**src/rtl/drive_pkg.sv**
```systemverilog
// drive_pkg: shared state encoding, field widths and drive-count clamp for the SD arbiter.
package drive_pkg;
    localparam int LBA_W = 32;
    localparam int BLK_W = 6;
    typedef enum logic [1:0] {IDLE, REQ, XFER, DONE} state_t;
    function automatic int ndr_clamp(input int d);
        return (d < 1) ? 1 : (d > 4) ? 4 : d;
    endfunction
endpackage

```
**src/rtl/drive_sd_arbiter_rr_pick.sv**
```systemverilog
// rr_pick: combinational round-robin first-set finder starting at rr with wrap.
module rr_pick #(
    parameter int N = 2,
    localparam int W = (N > 1) ? $clog2(N) : 1
) (
    input  logic [N-1:0] req,
    input  logic [W-1:0] rr,
    output logic [W-1:0] idx,
    output logic         valid
);
    logic [W-1:0] j;
    always_comb begin
        idx   = '0;
        j     = '0;
        valid = |req;
        for (int k = N - 1; k >= 0; k--) begin
            j = W'((int'(rr) + k) % N);
            if (req[j]) idx = j;
        end
    end
endmodule

```
**src/rtl/drive_sd_arbiter.sv**
```systemverilog
// drive_sd_arbiter: round-robin merge of per-drive SD block requests onto one host SD port with ack watchdog.
module drive_sd_arbiter
    import drive_pkg::*;
#(
    parameter int          DRIVES  = 2,
    parameter logic [23:0] TIMEOUT = 24'd12000000,
    localparam int NDR = ndr_clamp(DRIVES),
    localparam int IW  = (NDR > 1) ? $clog2(NDR) : 1
) (
    input  logic                   clk_sys,
    input  logic                   reset_n,
    input  logic [32*NDR-1:0]      drv_lba,
    input  logic [6*NDR-1:0]       drv_blk_cnt,
    input  logic [NDR-1:0]         drv_rd,
    input  logic [NDR-1:0]         drv_wr,
    output logic [NDR-1:0]         drv_ack,
    input  logic [8*NDR-1:0]       drv_buff_din,
    output logic [NDR-1:0]         drv_timeout,
    output logic [LBA_W-1:0]       sd_lba,
    output logic [BLK_W-1:0]       sd_blk_cnt,
    output logic                   sd_rd,
    output logic                   sd_wr,
    input  logic                   sd_ack,
    output logic [7:0]             sd_buff_din,
    output logic                   busy
);
    state_t            state_q, state_d;
    logic [IW-1:0]     rr_q, rr_d, g_q, g_d, pick_idx;
    logic [23:0]       timer_q, timer_d;
    logic [LBA_W-1:0]  lba_q, lba_d;
    logic [BLK_W-1:0]  blk_q, blk_d;
    logic              rd_q, rd_d, wr_q, wr_d, ack_prev_q;
    logic [NDR-1:0]    req;
    logic              pick_valid, ack_rise, tmo_hit, pass;

    assign req      = drv_rd | drv_wr;
    assign ack_rise = sd_ack & ~ack_prev_q;
    assign tmo_hit  = timer_q == TIMEOUT - 24'd1;

    rr_pick #(.N(NDR)) u_pick (.req(req), .rr(rr_q), .idx(pick_idx), .valid(pick_valid));

    // pass covers the ack-rise cycle in REQ so the drive sees every cycle of host ack
    always_comb begin
        state_d     = state_q;
        rr_d        = rr_q;
        g_d         = g_q;
        lba_d       = lba_q;
        blk_d       = blk_q;
        rd_d        = rd_q;
        wr_d        = wr_q;
        timer_d     = (&timer_q) ? timer_q : timer_q + 24'd1;
        pass        = 1'b0;
        drv_timeout = '0;
        drv_ack     = '0;
        case (state_q)
            IDLE: if (pick_valid) begin
                state_d = REQ;
                g_d     = pick_idx;
                lba_d   = drv_lba[LBA_W*pick_idx +: LBA_W];
                blk_d   = drv_blk_cnt[BLK_W*pick_idx +: BLK_W];
                rd_d    = drv_rd[pick_idx];
                wr_d    = ~drv_rd[pick_idx];
                timer_d = '0;
            end
            REQ: if (ack_rise) begin
                state_d = XFER;
                {rd_d, wr_d} = 2'b00;
                timer_d = '0;
                pass    = 1'b1;
            end else if (tmo_hit) begin
                state_d = DONE;
                {rd_d, wr_d} = 2'b00;
                timer_d = '0;
                drv_timeout[g_q] = 1'b1;
            end
            XFER: begin
                pass = 1'b1;
                if (!sd_ack) begin
                    state_d = DONE;
                    timer_d = '0;
                end
            end
            DONE: begin
                rr_d = (int'(g_q) == NDR - 1) ? '0 : g_q + 1'b1;
                if (!req[g_q] || tmo_hit) begin
                    state_d = IDLE;
                    timer_d = '0;
                    drv_timeout[g_q] = req[g_q];
                end
            end
            default: state_d = IDLE;
        endcase
        drv_ack[g_q] = pass & sd_ack;
    end

    always_ff @(posedge clk_sys) begin
        if (!reset_n) begin
            state_q    <= IDLE;
            rr_q       <= '0;
            g_q        <= '0;
            timer_q    <= '0;
            lba_q      <= '0;
            blk_q      <= '0;
            rd_q       <= 1'b0;
            wr_q       <= 1'b0;
            ack_prev_q <= 1'b0;
        end else begin
            state_q    <= state_d;
            rr_q       <= rr_d;
            g_q        <= g_d;
            timer_q    <= timer_d;
            lba_q      <= lba_d;
            blk_q      <= blk_d;
            rd_q       <= rd_d;
            wr_q       <= wr_d;
            ack_prev_q <= sd_ack;
        end
    end

    assign sd_lba      = lba_q;
    assign sd_blk_cnt  = blk_q;
    assign sd_rd       = rd_q;
    assign sd_wr       = wr_q;
    assign sd_buff_din = pass ? drv_buff_din[8*g_q +: 8] : 8'h00;
    assign busy        = state_q != IDLE;
endmodule

```
**config.mk**
```make
export PLATFORM = sky130hd
export DESIGN_NAME = drive_sd_arbiter
export DESIGN_NICKNAME = d
export VERILOG_FILES = /design/src/rtl/drive_pkg.sv /design/src/rtl/drive_sd_arbiter_rr_pick.sv /design/src/rtl/drive_sd_arbiter.sv
export SDC_FILE = /design/constraint.sdc
export NUM_CORES = 1
export LEC_CHECK = 0
export BUFFER_PORTS_ARGS = -buffer_cell sky130_fd_sc_hd__buf_4
export CORE_ASPECT_RATIO = 0.6
export CORE_MARGIN = 2
export CORE_UTILIZATION = 48
export DETAILED_ROUTE_END_ITERATION = 8
export PLACE_DENSITY = 0.79
export REMOVE_ABC_BUFFERS = 1
export SLEW_MARGIN = 0
export SYNTH_ARGS = -nofsm -noshare
export SYNTH_HDL_FRONTEND = slang
export SYNTH_SLANG_ARGS = --single-unit
```
**constraint.sdc**
```tcl
create_clock -name clk_sys -period 2.7 [get_ports clk_sys]
set_input_delay 0.54 -clock clk_sys [delete_from_list [all_inputs] [get_ports clk_sys]]
set_output_delay 0.54 -clock clk_sys [all_outputs]
set_load 0.02 [all_outputs]
```
# After elaboration in Yosys (flattened, before gate mapping)
# Cells that the tools add are included.
# Widths: inputs -> output; s select.
# word_totals
regBits,69
latchBits,0
ram_bits,0
rom_bits,0
input_bits,99
out_inout_bits,53
elab_cells,86
memories,0
# op_classes
addsub,3
n_mul,1
div_mod_pow,0
order_cmp,5
eq_ne,8
shift,3
muxes,39
n_bitwise,7
reduce_logical,11
# op_table
operator,n
$mux 24,6
$pmux 24 s4,1
$shiftx 64x7->32,1
$add 24x1->24 const B,1
$eq 24x24->1 const B,1
$reduce_and 24->1,1
$mux 1,17
$mux 2,8
$shiftx 16x5->8,1
$shiftx 12x5->6,1
$lt 1x2->1 const B,4
$mux 8,1
$pmux 2 s4,1
$ne 2x2->1 const B,3
$pmux 1 s2,3
$and 2x2->2,2
$eq 2x2->1 const B,2
$pmux 2 s2,1
$reduce_and 4->1,1
$reduce_bool 2->1,2
$mul 2x1->3 const A,1
$ne 3x3->1 const B,1
$reduce_and 3->1,1
$add 1x1->1 const B,2
other kinds (12),14

# Longest topological paths before layout
# Gate-level depths: netlist of the first run.
# logic_depth
depth_word,10
ltp_mapped,8
ltp_nobuf,6

# Hierarchy
# From an unflattened synthesis of the first run, not the netlist that was laid out.
# unflattened
hier_cells,400
hier_area_um2,3524.6
# modules_own_cells
mod,n_inst,cells_per_inst,area_each_um2,seq_area_each_um2
drive_sd_arbiter,1,397,3507.1,1381.3
rr_pick,1,3,17.5,0.0

# Worst setup path before layout of the first run
# OpenSTA, ideal clock, no wires.
# synth_path
path_type,reg-to-output
from,reg timer_q[0]
to,out drv_timeout[0]
arrival_ns,1.978
required_time_ns,2.160
slack_ns,0.182
stages_incl_launch_ff,7
n_path_buf,1
cell_sequence,dfxtp_1 ha_1 and3_1 clkbuf_1 nand4_1 or3_1 a211oi_1
# synth_between
elab_chain_cells,4
word_cells_on_any_way,6
classes_between,eq/ne: 1; mux: 4; reduce/logical: 1
# synth_lines
item,line,rtl
"start, declared",drive_sd_arbiter.sv:29,"logic [23:0] timer_q, timer_d;"
"start signal, assigned",drive_sd_arbiter.sv:111,timer_q <= timer_d;
$eq 24x24->1 *,drive_sd_arbiter.sv:38,assign tmo_hit = timer_q == TIMEOUT - 24'd1;
$mux 2 or $logic_or 1x1->1 (tied branches),"drive_sd_arbiter.sv:70, drive_sd_arbiter.sv:85",
"$mux 2, on equally long branches","drive_sd_arbiter.sv:65, drive_sd_arbiter.sv:85",
$pmux 2 s2 *,drive_sd_arbiter.sv:55,case (state_q)
"end, declared",drive_sd_arbiter.sv:18,"output logic [NDR-1:0] drv_timeout,"
# Every way passes the cells marked *; elsewhere a longest branch is shown, timed or not.

# Final worst setup path of the first run
# layout_path
from,reg timer_q[4]
to,out drv_timeout[0]
# Same word-level chain as after synthesis.

==> results.yml, run 1 <==
status:
  outcome: "complete, no violations"
clock_tree:
  cts_tree: "yes"
  clk_latency_ns: 0.34
  cts_max_path_buffers: 2
  root_buffer: "clkbuf_16"
  cts_made_buffers: 9
  htree_levels: 3
  cts_sinks: 69
  clk_pin_slew_worst_paths_ns: 0.05
  cts_setup_buffers: 0
synth:
  netlist_instances: 405
  muxShareOfSynthArea_pct: 13.7
  synth_area_per_cell_um2: 8.69
  synth_top_area_share_pct: 39.2
  synth_area_leaders: "dfxtp_1, mux2i_1, a211oi_1"
  synthAdderAreaFrac_pct: 2.13
  synth.cell_area_um2: 3520
  ys.warnings.count: 0
  synth_top_family_by_area: "simple AND/OR/NAND/NOR gates"
  synth-seq-cells: 69
  synth_compound_area_share_pct: 17.0
  synthSimpleGateAreaFrac_pct: 21.4
  seq_area_frac_synth_pct: 39.2
  synth.distinct_cells: 42
  synth_xor_area_share_pct: 2.99
  synth_area_leader_cell: "dfxtp_1"
power_and_ir_drop:
  swShare_pct: 36.5
  comb_power_share_pct: 41.6
  seqPwrFrac_pct: 30.2
  static-leakage-power_nw: 2.27
  intPower_w: 0.00294
  clkPwrFrac_pct: 28.1
  p_switching_w: 0.00169
  max-vdd-ir-drop_uv: 677
  p_per_area_nw_per_um2: 893
critical_path:
  worst_setup_path_end_kind: "output pin"
  crit_arrival_ns: 2.06
  critPathMaxFanout: 7
  cpPeakStageDelay_ns: 0.45
  cp_cell_sequence: "and4_1, nand4_1, or3_4, a211oi_2, buf_4"
  cp.buffers_inverters: 1
  crit_type: "reg2out"
  startpoint_type: "register"
  cp_slowest_cell: "or3_4"
  crit_family: "simple AND/OR/NAND/NOR gates"
  cp.required_ns: 2.16
floorplanning:
  rows: 24
  die_x_um: 115
  io_pins: 152
  core-area_um2: 7180
  die_y_um: 70.3
  start_util_pct: 49.0
  dieArea_um2: 8060
detailed_routing:
  postRouteWirelength_mm: 10.2
  via_count: 3650
  avgViaCountPerCell: 5.59
  wire_per_inst_um: 15.7
  drc: 0
  drtIter0Drc: 239
  first_pass_iters: 5
  ant_nets: 0
sta:
  finClkSkew_ns: 0.00607
  fin_crit_ns: 2.60
  clock.fmax_mhz: 384
  timing.hold.ws_ns: 0.479
  fin_crit_sh_pct: 96.4
  hold_viol_final: 0
  tightest_slew_ns: 0.520
  slew_viol_final: 0
  slew_headroom_pct: 65.0
  rsz0062_at_grt: "false"
  setup-violations-final: 0
  fin_ws_ns: 0.0960
final_layout:
  drive_above_1_share_pct: 34.7
  syn2layout_area_growth_pct: 47.5
  antenna_cells: 0
  fin_nets: 662
  layout.cells.non_filler: 653
global_routing:
  track_usage_pct: 25.6
  grt-ovfl-total: 0
  antenna_found_initial: 0
  grt_pass1_vias: 3361
  grt_pass1_wl_mm: 16.2
  grt_start_max_net_pins: 61
placement:
  place.gp.congestion: 0.921
  dpl.hpwl_mm: 7.56
  portBuffers: 151
  placedCellCount: 637
  place_ws_ns: 0.348
worst_hold_path:
  holdCritPathClass: "in2reg"
run:
  maxCapViolCount: 0
worst reg2reg max path, cell delays in order (launching register included):
cell      delay (ns)
dfxtp_1         0.34
inv_1           0.15
ha_1            0.18
and2_1          0.20
a221oi_1        0.07
buf_4           0.17
o41a_1          0.36
buf_4           0.23
a211oi_1        0.24
Yosys cell counts:
cell      instances
a211oi_1         46
a21oi_1          17
a221oi_1          1
a31o_2            4
a31oi_1           1
a41oi_1           1
and2_1            3
and3_1            2
and4_1            3
and4b_1           1
buf_1             4
buf_2             2
clkbuf_1         16
clkinv_1          1
dfxtp_1          69
ha_1              6
inv_1            10
mux2i_1          48
nand2_1          15
nand2b_1          2
nand3_1          13
nand3_4           1
nand4_1           9
nor2_1           68
nor2b_1           1
nor3_1            5
nor3b_1           3
nor4_1            8
nor4b_1           3
o21a_1            1
o21ai_0          11
o21ai_1           1
o221ai_1          1
o22ai_1           1
o311ai_0          1
o31ai_1           1
o41a_1            1
or3_1             8
or3_4             3
or4_1             1
xnor2_1          11
xor2_1            1
cell usage in the layout, fill, tap and decap left out, types with 4 or more instances in the layout:
master,instances
a211oi_1,44
a21oi_1,16
a31o_2,4
buf_4,161
clkbuf_16,9
dfxtp_1,68
ha_1,5
inv_1,10
mux2i_1,48
nand2_1,15
nand3_1,13
nand4_1,9
nor2_1,68
nor3_1,5
nor4_1,8
o21ai_0,11
or3_1,7
or3_4,4
xnor2_1,11
metrics by stage:
step	total power, W	util (%)	setup TNS, ns	area [um2]
6_report	0.00463	72.3	0	5190
5_1_grt	0.00489	72.3	0	5190
4_1_cts	0.00466	72.0	0	5170
3_5_place_dp	0.00334	67.2	0	4820
3_3_place_gp	0.00328	67.2	0	4820
2_1_floorplan	0.00256	-	-53.40	3430
timing repair:
action                     CTS  global route
pin swaps                    0             1
resized for setup            3             4
setup endpoints to repair    2             2
hold endpoints to repair     0             0
hold buffers                 0             0
path summary, 6_finish.rpt:
kind	endpoint	cells past startpoint	slack, ns	from
max	drv_timeout[0]	5	0.1	timer_q[4]
min	ack_prev_q	3	0.48	sd_ack
max reg2reg	timer_q[12]	8	0.66	state_q[0]
min reg2reg	sd_rd	1	0.50	sd_rd
state kept, by name, indices dropped and copies added (netlist names):
signal,flops
ack_prev_q,1
timer_q,24
g_q,1
rr_q,1
sd_blk_cnt,6
sd_rd,1
state_q,2
sd_lba,32
sd_wr,1
routing by layer:
| metal | global-route usage, % | share of wire (%) | vias to the layer above | routed length (um) |
|---|---|---|---|---|
| met3 | 7.20 | 8.8 | 14 | 906 |
| met1 | 32.2 | 42 | 1696 | 4260 |
| met4 | 7.59 | 1.2 | 0 | 127 |
| met5 | 0 | 0 | - | 0 |
| met2 | 42.7 | 48 | 150 | 4950 |
| li1 | - | - | 1790 | - |
power groups by stage:
stage               clock [W]  combinational, W  sequential (W)
floorplan                   0          0.000895         0.00167
global placement            0           0.00187         0.00140
detailed placement          0           0.00193         0.00142
CTS                   0.00133           0.00194         0.00140
global route          0.00137           0.00209         0.00143
finish                0.00130           0.00193         0.00140
cell families (layout without fill, tap and decap cells):
group / after synthesis / after routing
buffers and inverters: 33 / 190
AND/OR/NAND/NOR: 149 / 149
XOR/XNOR: 12 / 12
AO/OA/AOI/OAI: 88 / 88
multiplexers: 48 / 48
flip-flops: 69 / 69
adder cells (fa/ha/maj): 6 / 6
final cells by class:
type	count	area, um2
clock inverters	5	82.6
flip-flops and latches	69	1380
clock buffers	11	253
fillers	563	1990
multi-input cells	303	2070
inverters	11	41.3
well taps	91	114
repair buffers	163	1250
(Power assumes the default switching activity.)
==> run 2, diff against run 1 <==
- ABC_AREA: not set -> 1
- CORE_UTILIZATION: 48 -> 49
- PLACE_DENSITY: 0.79 -> 0.78
==> run 2 against run 1 <==
Highest routed layer unchanged. Combinational power rose by 3%. Sequential share of layout area down 1.2 points. Cell count grew 35%. Register-to-register slack improved by 0.05 ns. Critical path type unchanged. Critical path depth grew 2. Global-route usage grew 3.3 points. Routed wire length rose by 24%. Fmax is 8.1% higher. Clock power shrank 8%. Largest power group unchanged. Sequential cell count unchanged. Non-clock buffer count down 8. Synthesized area rose by 13%.
==> results.yml, run 2 <==
final_layout:
  multi_input_area_um2: 2230
  drive_above_1_share_pct: 25.0
  layout_commonest_cell: "buf_4"
  antenna_cells: 0
  layout.cells.non_filler: 879
  syn2layout_area_growth_pct: 36.7
  largest_reg_flops: 32
  final_util_pct: 68.9
  mostFrequentLayoutCells: "buf_4, nor2_1, nand2_1"
  fill_cells: 686
  fin_nets: 871
  regArea_um2: 1380
critical_path:
  critPathMaxFanout: 5
  crit_type: "reg2out"
  cpPeakStageDelay_ns: 0.33
  cp_slowest_cell: "dfxtp_1"
  crit_arrival_ns: 1.87
  cp.required_ns: 2.16
  worst_setup_path_end_kind: "output pin"
  crit_top_cell: "inv_1"
  cp.buffers_inverters: 3
  crit_family: "buffers and inverters"
  startpoint_type: "register"
  cp_cell_sequence: "inv_1, ha_1, inv_1, nor2_1, nand2_1, a21oi_1, buf_4"
global_routing:
  antenna_found_initial: 0
  grt_pass1_vias: 4052
  busiest_layer: "met2"
  grt_use_met2_pct: 43.1
  grt-ovfl-total: 0
  grt_start_max_net_pins: 77
  met1_usage_pct: 39.0
  met3_usage_pct: 11.5
  grt_pass1_wl_mm: 19.8
  track_usage_pct: 28.9
synth:
  synth_xor_area_share_pct: 0.661
  synth_common_cells: "nor2_1, nand2_1, dfxtp_1"
  ys.warnings.count: 0
  seq_area_frac_synth_pct: 34.7
  synthSimpleGateAreaFrac_pct: 39.5
  synth.cell_area_um2: 3980
  synth_compound_area_share_pct: 13.9
  synth-edff-count: 0
  synthAdderAreaFrac_pct: 1.89
  synth_area_per_cell_um2: 6.36
  synth_top_area_share_pct: 34.7
  muxShareOfSynthArea_pct: 0
  synth_area_leaders: "dfxtp_1, nor2_1, nand2_1"
  async_flop_share_pct: 0
  synth.distinct_cells: 33
  synth.most_common_cell: "nor2_1"
  synth-seq-cells: 69
  synth_area_leader_cell: "dfxtp_1"
  synth_top_family_by_area: "simple AND/OR/NAND/NOR gates"
  netlist_instances: 625
  synthFlopType: "dfxtp_1"
placement:
  dpl.hpwl_mm: 9.59
  portBuffers: 151
  place.gp.congestion: 1.02
  placedCellCount: 863
clock_tree:
  clk_latency_ns: 0.34
  cts_tree: "yes"
  clk_pin_slew_worst_paths_ns: 0.06
  cts_max_path_buffers: 2
  cts_made_buffers: 9
  root_buffer: "clkbuf_16"
  htree_levels: 3
  cts_sinks: 69
  ctsHoldBuffers: 0
sta:
  hold_viol_final: 0
  fin_tns_setup_ns: 0
  tightest_slew_ns: 0.530
  timing.hold.ws_ns: 0.426
  fin_crit_ns: 2.41
  rsz0062_at_grt: "false"
  finClkSkew_ns: 0.00510
  slew_headroom_pct: 64.6
  fin_crit_sh_pct: 89.2
  setup-violations-final: 0
  slew_viol_final: 0
  clock.fmax_mhz: 415
status:
  outcome: "complete, no violations"
run:
  maxCapViolCount: 0
floorplanning:
  dieArea_um2: 8880
  rows: 25
  die_y_um: 73.8
  die_x_um: 120
  core-area_um2: 7880
  start_util_pct: 50.4
  io_pins: 152
detailed_routing:
  first_pass_iters: 5
  avgViaCountPerCell: 5.17
  ant_nets: 0
  via_count: 4547
  drtIter0Drc: 498
  postRouteWirelength_mm: 12.7
  drc: 0
  wire_per_inst_um: 14.5
power_and_ir_drop:
  fin_total_pwr_w: 0.00457
  p_per_area_nw_per_um2: 842
  static-leakage-power_nw: 2.45
  max-vdd-ir-drop_uv: 486
worst_hold_path:
  holdCritPathClass: "in2reg"
==> run 2: area by class of cell <==
cell class,instances,area share [%]
clock buffers,10,4.40
clock inverters,6,1.13
inverters,50,3.45
multi-input cells,481,41.0
flip-flops and latches,69,25.4
well taps,108,2.49
repair buffers,155,22.1
==> run 2: where the power goes <==
| part | switching [W] | internal, W |
|---|---|---|
| logic | 0.00123 | 0.000764 |
| clock network | 0.000457 | 0.000738 |
| registers | 0.000148 | 0.00124 |
| total | 0.00183 | 0.00274 |
==> run 2: path summary, 6_finish.rpt <==
path	slack (ns)	cells past startpoint	to	start
worst max-delay path	0.29	7	drv_timeout[0]	state_q[1]
worst min-delay path	0.43	3	ack_prev_q	sd_ack
worst max register to register	0.71	7	timer_q[1]	timer_q[1]
worst min register to register	0.46	2	sd_lba[23]	sd_lba[23]
==> run 2: tightest hold or removal path, cell delays in order <==
cell     delay [ns]
buf_4          0.11
nand2_1        0.05
inv_1          0.04
==> run 2: routing by layer <==
layer  wire (um)  part of all wire (%)  up-vias
met5           0                     0        -
met4         157                   1.2        0
met3        1520                    12       16
met2        5450                    43      236
met1        5600                    44     2008
li1            -                     -     2287
==> run 2: cell families after synthesis <==
logic type	after synthesis
compound gates	107
xor+xnor	3
fa+ha+maj	6
buf+inv	75
flops	69
simple gates	365
==> run 2: through the flow <==
| step | setup WS, ns | cell area, um2 |
|---|---|---|
| after floorplan | 0.690 | 3790 |
| after global placement | 0.645 | 5130 |
| after detailed placement | 0.501 | 5130 |
| after CTS | 0.121 | 5430 |
| after global routing | 0.108 | 5430 |
| final | 0.291 | 5430 |
==> run 2: what timing repair did <==
item                       4_1_cts  5_1_grt
resized for setup                0        1
setup buffers                    0        0
setup endpoints to repair        0       10
==> run 3, diff against run 2 <==
==> constraint.sdc (replaced) <==
create_clock -name clk_sys -period 2.7 [get_ports clk_sys]
set_input_delay 0.405 -clock clk_sys [delete_from_list [all_inputs] [get_ports clk_sys]]
set_output_delay 0.405 -clock clk_sys [all_outputs]
set_load 0.02 [all_outputs]
==> run 3 against run 2 <==
Worst setup slack gained 0.025 ns. Clock-buffer cell count up 2. Sequential power barely moved. Critical path depth stayed put. Fmax is 1.1% higher. Core utilization is 0.11 points lower. Sequential share of layout area about the same. Critical path type unchanged.
==> results.yml, run 3 (same netlist as run 2, synthesis figures left out) <==
status:
  outcome: "complete, no violations"
floorplanning:
  start_util_pct: 50.4
  die_x_um: 120
  die_y_um: 73.8
  dieArea_um2: 8880
  io_pins: 152
  rows: 25
  core-area_um2: 7880
critical_path:
  crit_arrival_ns: 1.98
  worst_setup_path_end_kind: "output pin"
  cpPeakStageDelay_ns: 0.52
  cp_num_cells: 7
  cp_slowest_cell: "o21ai_1"
  critPathMaxFanout: 10
  crit_type: "reg2out"
  ff2ff_path_depth: 7
  cp.buffers_inverters: 3
  crit_top_cell: "inv_1"
  crit_family: "compound AO/OA/AOI/OAI gates"
  r2r_slack_ns: 0.76
  cp.required_ns: 2.30
  cp_cell_sequence: "inv_1, ha_1, inv_1, nor3_1, o21ai_1, a21oi_1, buf_4"
  startpoint_type: "register"
power_and_ir_drop:
  max-vdd-ir-drop_uv: 494
  static-leakage-power_nw: 2.45
  p_per_area_nw_per_um2: 850
sta:
  fin_crit_sh_pct: 88.3
  hold_viol_final: 0
  rsz0062_at_grt: "false"
  fin_ws_ns: 0.317
  setup-violations-final: 0
  fin_crit_ns: 2.38
  slew_headroom_pct: 55.9
  tightest_slew_ns: 0.658
  clock.fmax_mhz: 420
  slew_viol_final: 0
  fin_tns_setup_ns: 0
  finClkSkew_ns: 0.00751
global_routing:
  met1_usage_pct: 39.8
  met3_usage_pct: 8.77
  grt_pass1_vias: 4013
  grt_start_max_net_pins: 42
  antenna_found_initial: 0
  grt-ovfl-total: 0
  busiest_layer: "met2"
  grt_use_met2_pct: 41.9
  grt_pass1_wl_mm: 19.7
  track_usage_pct: 28.2
clock_tree:
  cts_made_buffers: 9
  cts_max_path_buffers: 2
  root_buffer: "clkbuf_16"
  clk_pin_slew_worst_paths_ns: 0.05
  cts_sinks: 69
  cts_tree: "yes"
  clk_latency_ns: 0.33
  ctsHoldBuffers: 0
  htree_levels: 3
  ctsResizeCount: 0
  cts_setup_buffers: 0
final_layout:
  fill_cells: 707
  largest_reg_flops: 32
  final_util_pct: 68.8
  antenna_cells: 0
  mostFrequentLayoutCells: "buf_4, nor2_1, nand2_1"
  fin_nets: 872
  syn2layout_area_growth_pct: 36.4
  drive_above_1_share_pct: 24.8
  layout_commonest_cell: "buf_4"
detailed_routing:
  ant_nets: 0
  avgViaCountPerCell: 5.28
  wire_per_inst_um: 14.7
  drc: 0
  first_pass_iters: 5
  via_count: 4638
  drtIter0Drc: 414
  postRouteWirelength_mm: 12.9
worst_hold_path:
  holdCritPathClass: "in2reg"
  hold_path_depth: 3
run:
  maxCapViolCount: 0
placement:
  dpl.hpwl_mm: 9.63
  place.gp.congestion: 0.985
  place_ws_ns: 0.679
  portBuffers: 151
## run 3: worst paths after layout
path	from	endpoint
max	state_q[1]	sd_buff_din[2]
min	sd_ack	ack_prev_q
max reg2reg	timer_q[0]	timer_q[1]
min reg2reg	sd_lba[19]	sd_lba[19]
## run 3: per-layer routing
layer | vias to the layer above | routed length (um)
li1 | 2292 | -
met1 | 2075 | 5730
met2 | 258 | 5470
met3 | 13 | 1550
met4 | 0 | 131
met5 | - | 0
## run 3: power breakdown
group          total (W)  switching [W]  internal, W  leakage (nW)
Combinational    0.00196        0.00122     0.000734          1.72
Sequential       0.00138       0.000143      0.00124         0.565
Clock            0.00128       0.000420     0.000855         0.159
## run 3: cell type report
| type | instances | area (um2) | area share (%) |
|---|---|---|---|
| inverters | 50 | 188 | 3.46 |
| well taps | 108 | 135 | 2.49 |
| multi-input cells | 481 | 2220 | 41.0 |
| clock buffers | 12 | 256 | 4.73 |
| flip-flops and latches | 69 | 1380 | 25.5 |
| repair buffers | 156 | 1170 | 21.6 |
| clock inverters | 3 | 68.8 | 1.27 |
## run 3: through the flow
step                      instances  power [W]  area (um2)  hold slack (ns)
after floorplan                 600    0.00256        3790            0.474
after global placement          864    0.00329        5100            0.453
after detailed placement        864    0.00334        5100            0.456
after CTS                       879    0.00463        5430            0.300
after global routing            879    0.00489        5430            0.330
final                           879    0.00461        5430            0.315
## run 3: worst reg2reg max path, cell delays in order (launching register included)
cell	delay, ns
dfxtp_1	0.39
ha_1	0.29
nand3_4	0.17
nor2_8	0.17
nand4_2	0.13
nor2_2	0.48
nand2_1	0.10
a21oi_1	0.16
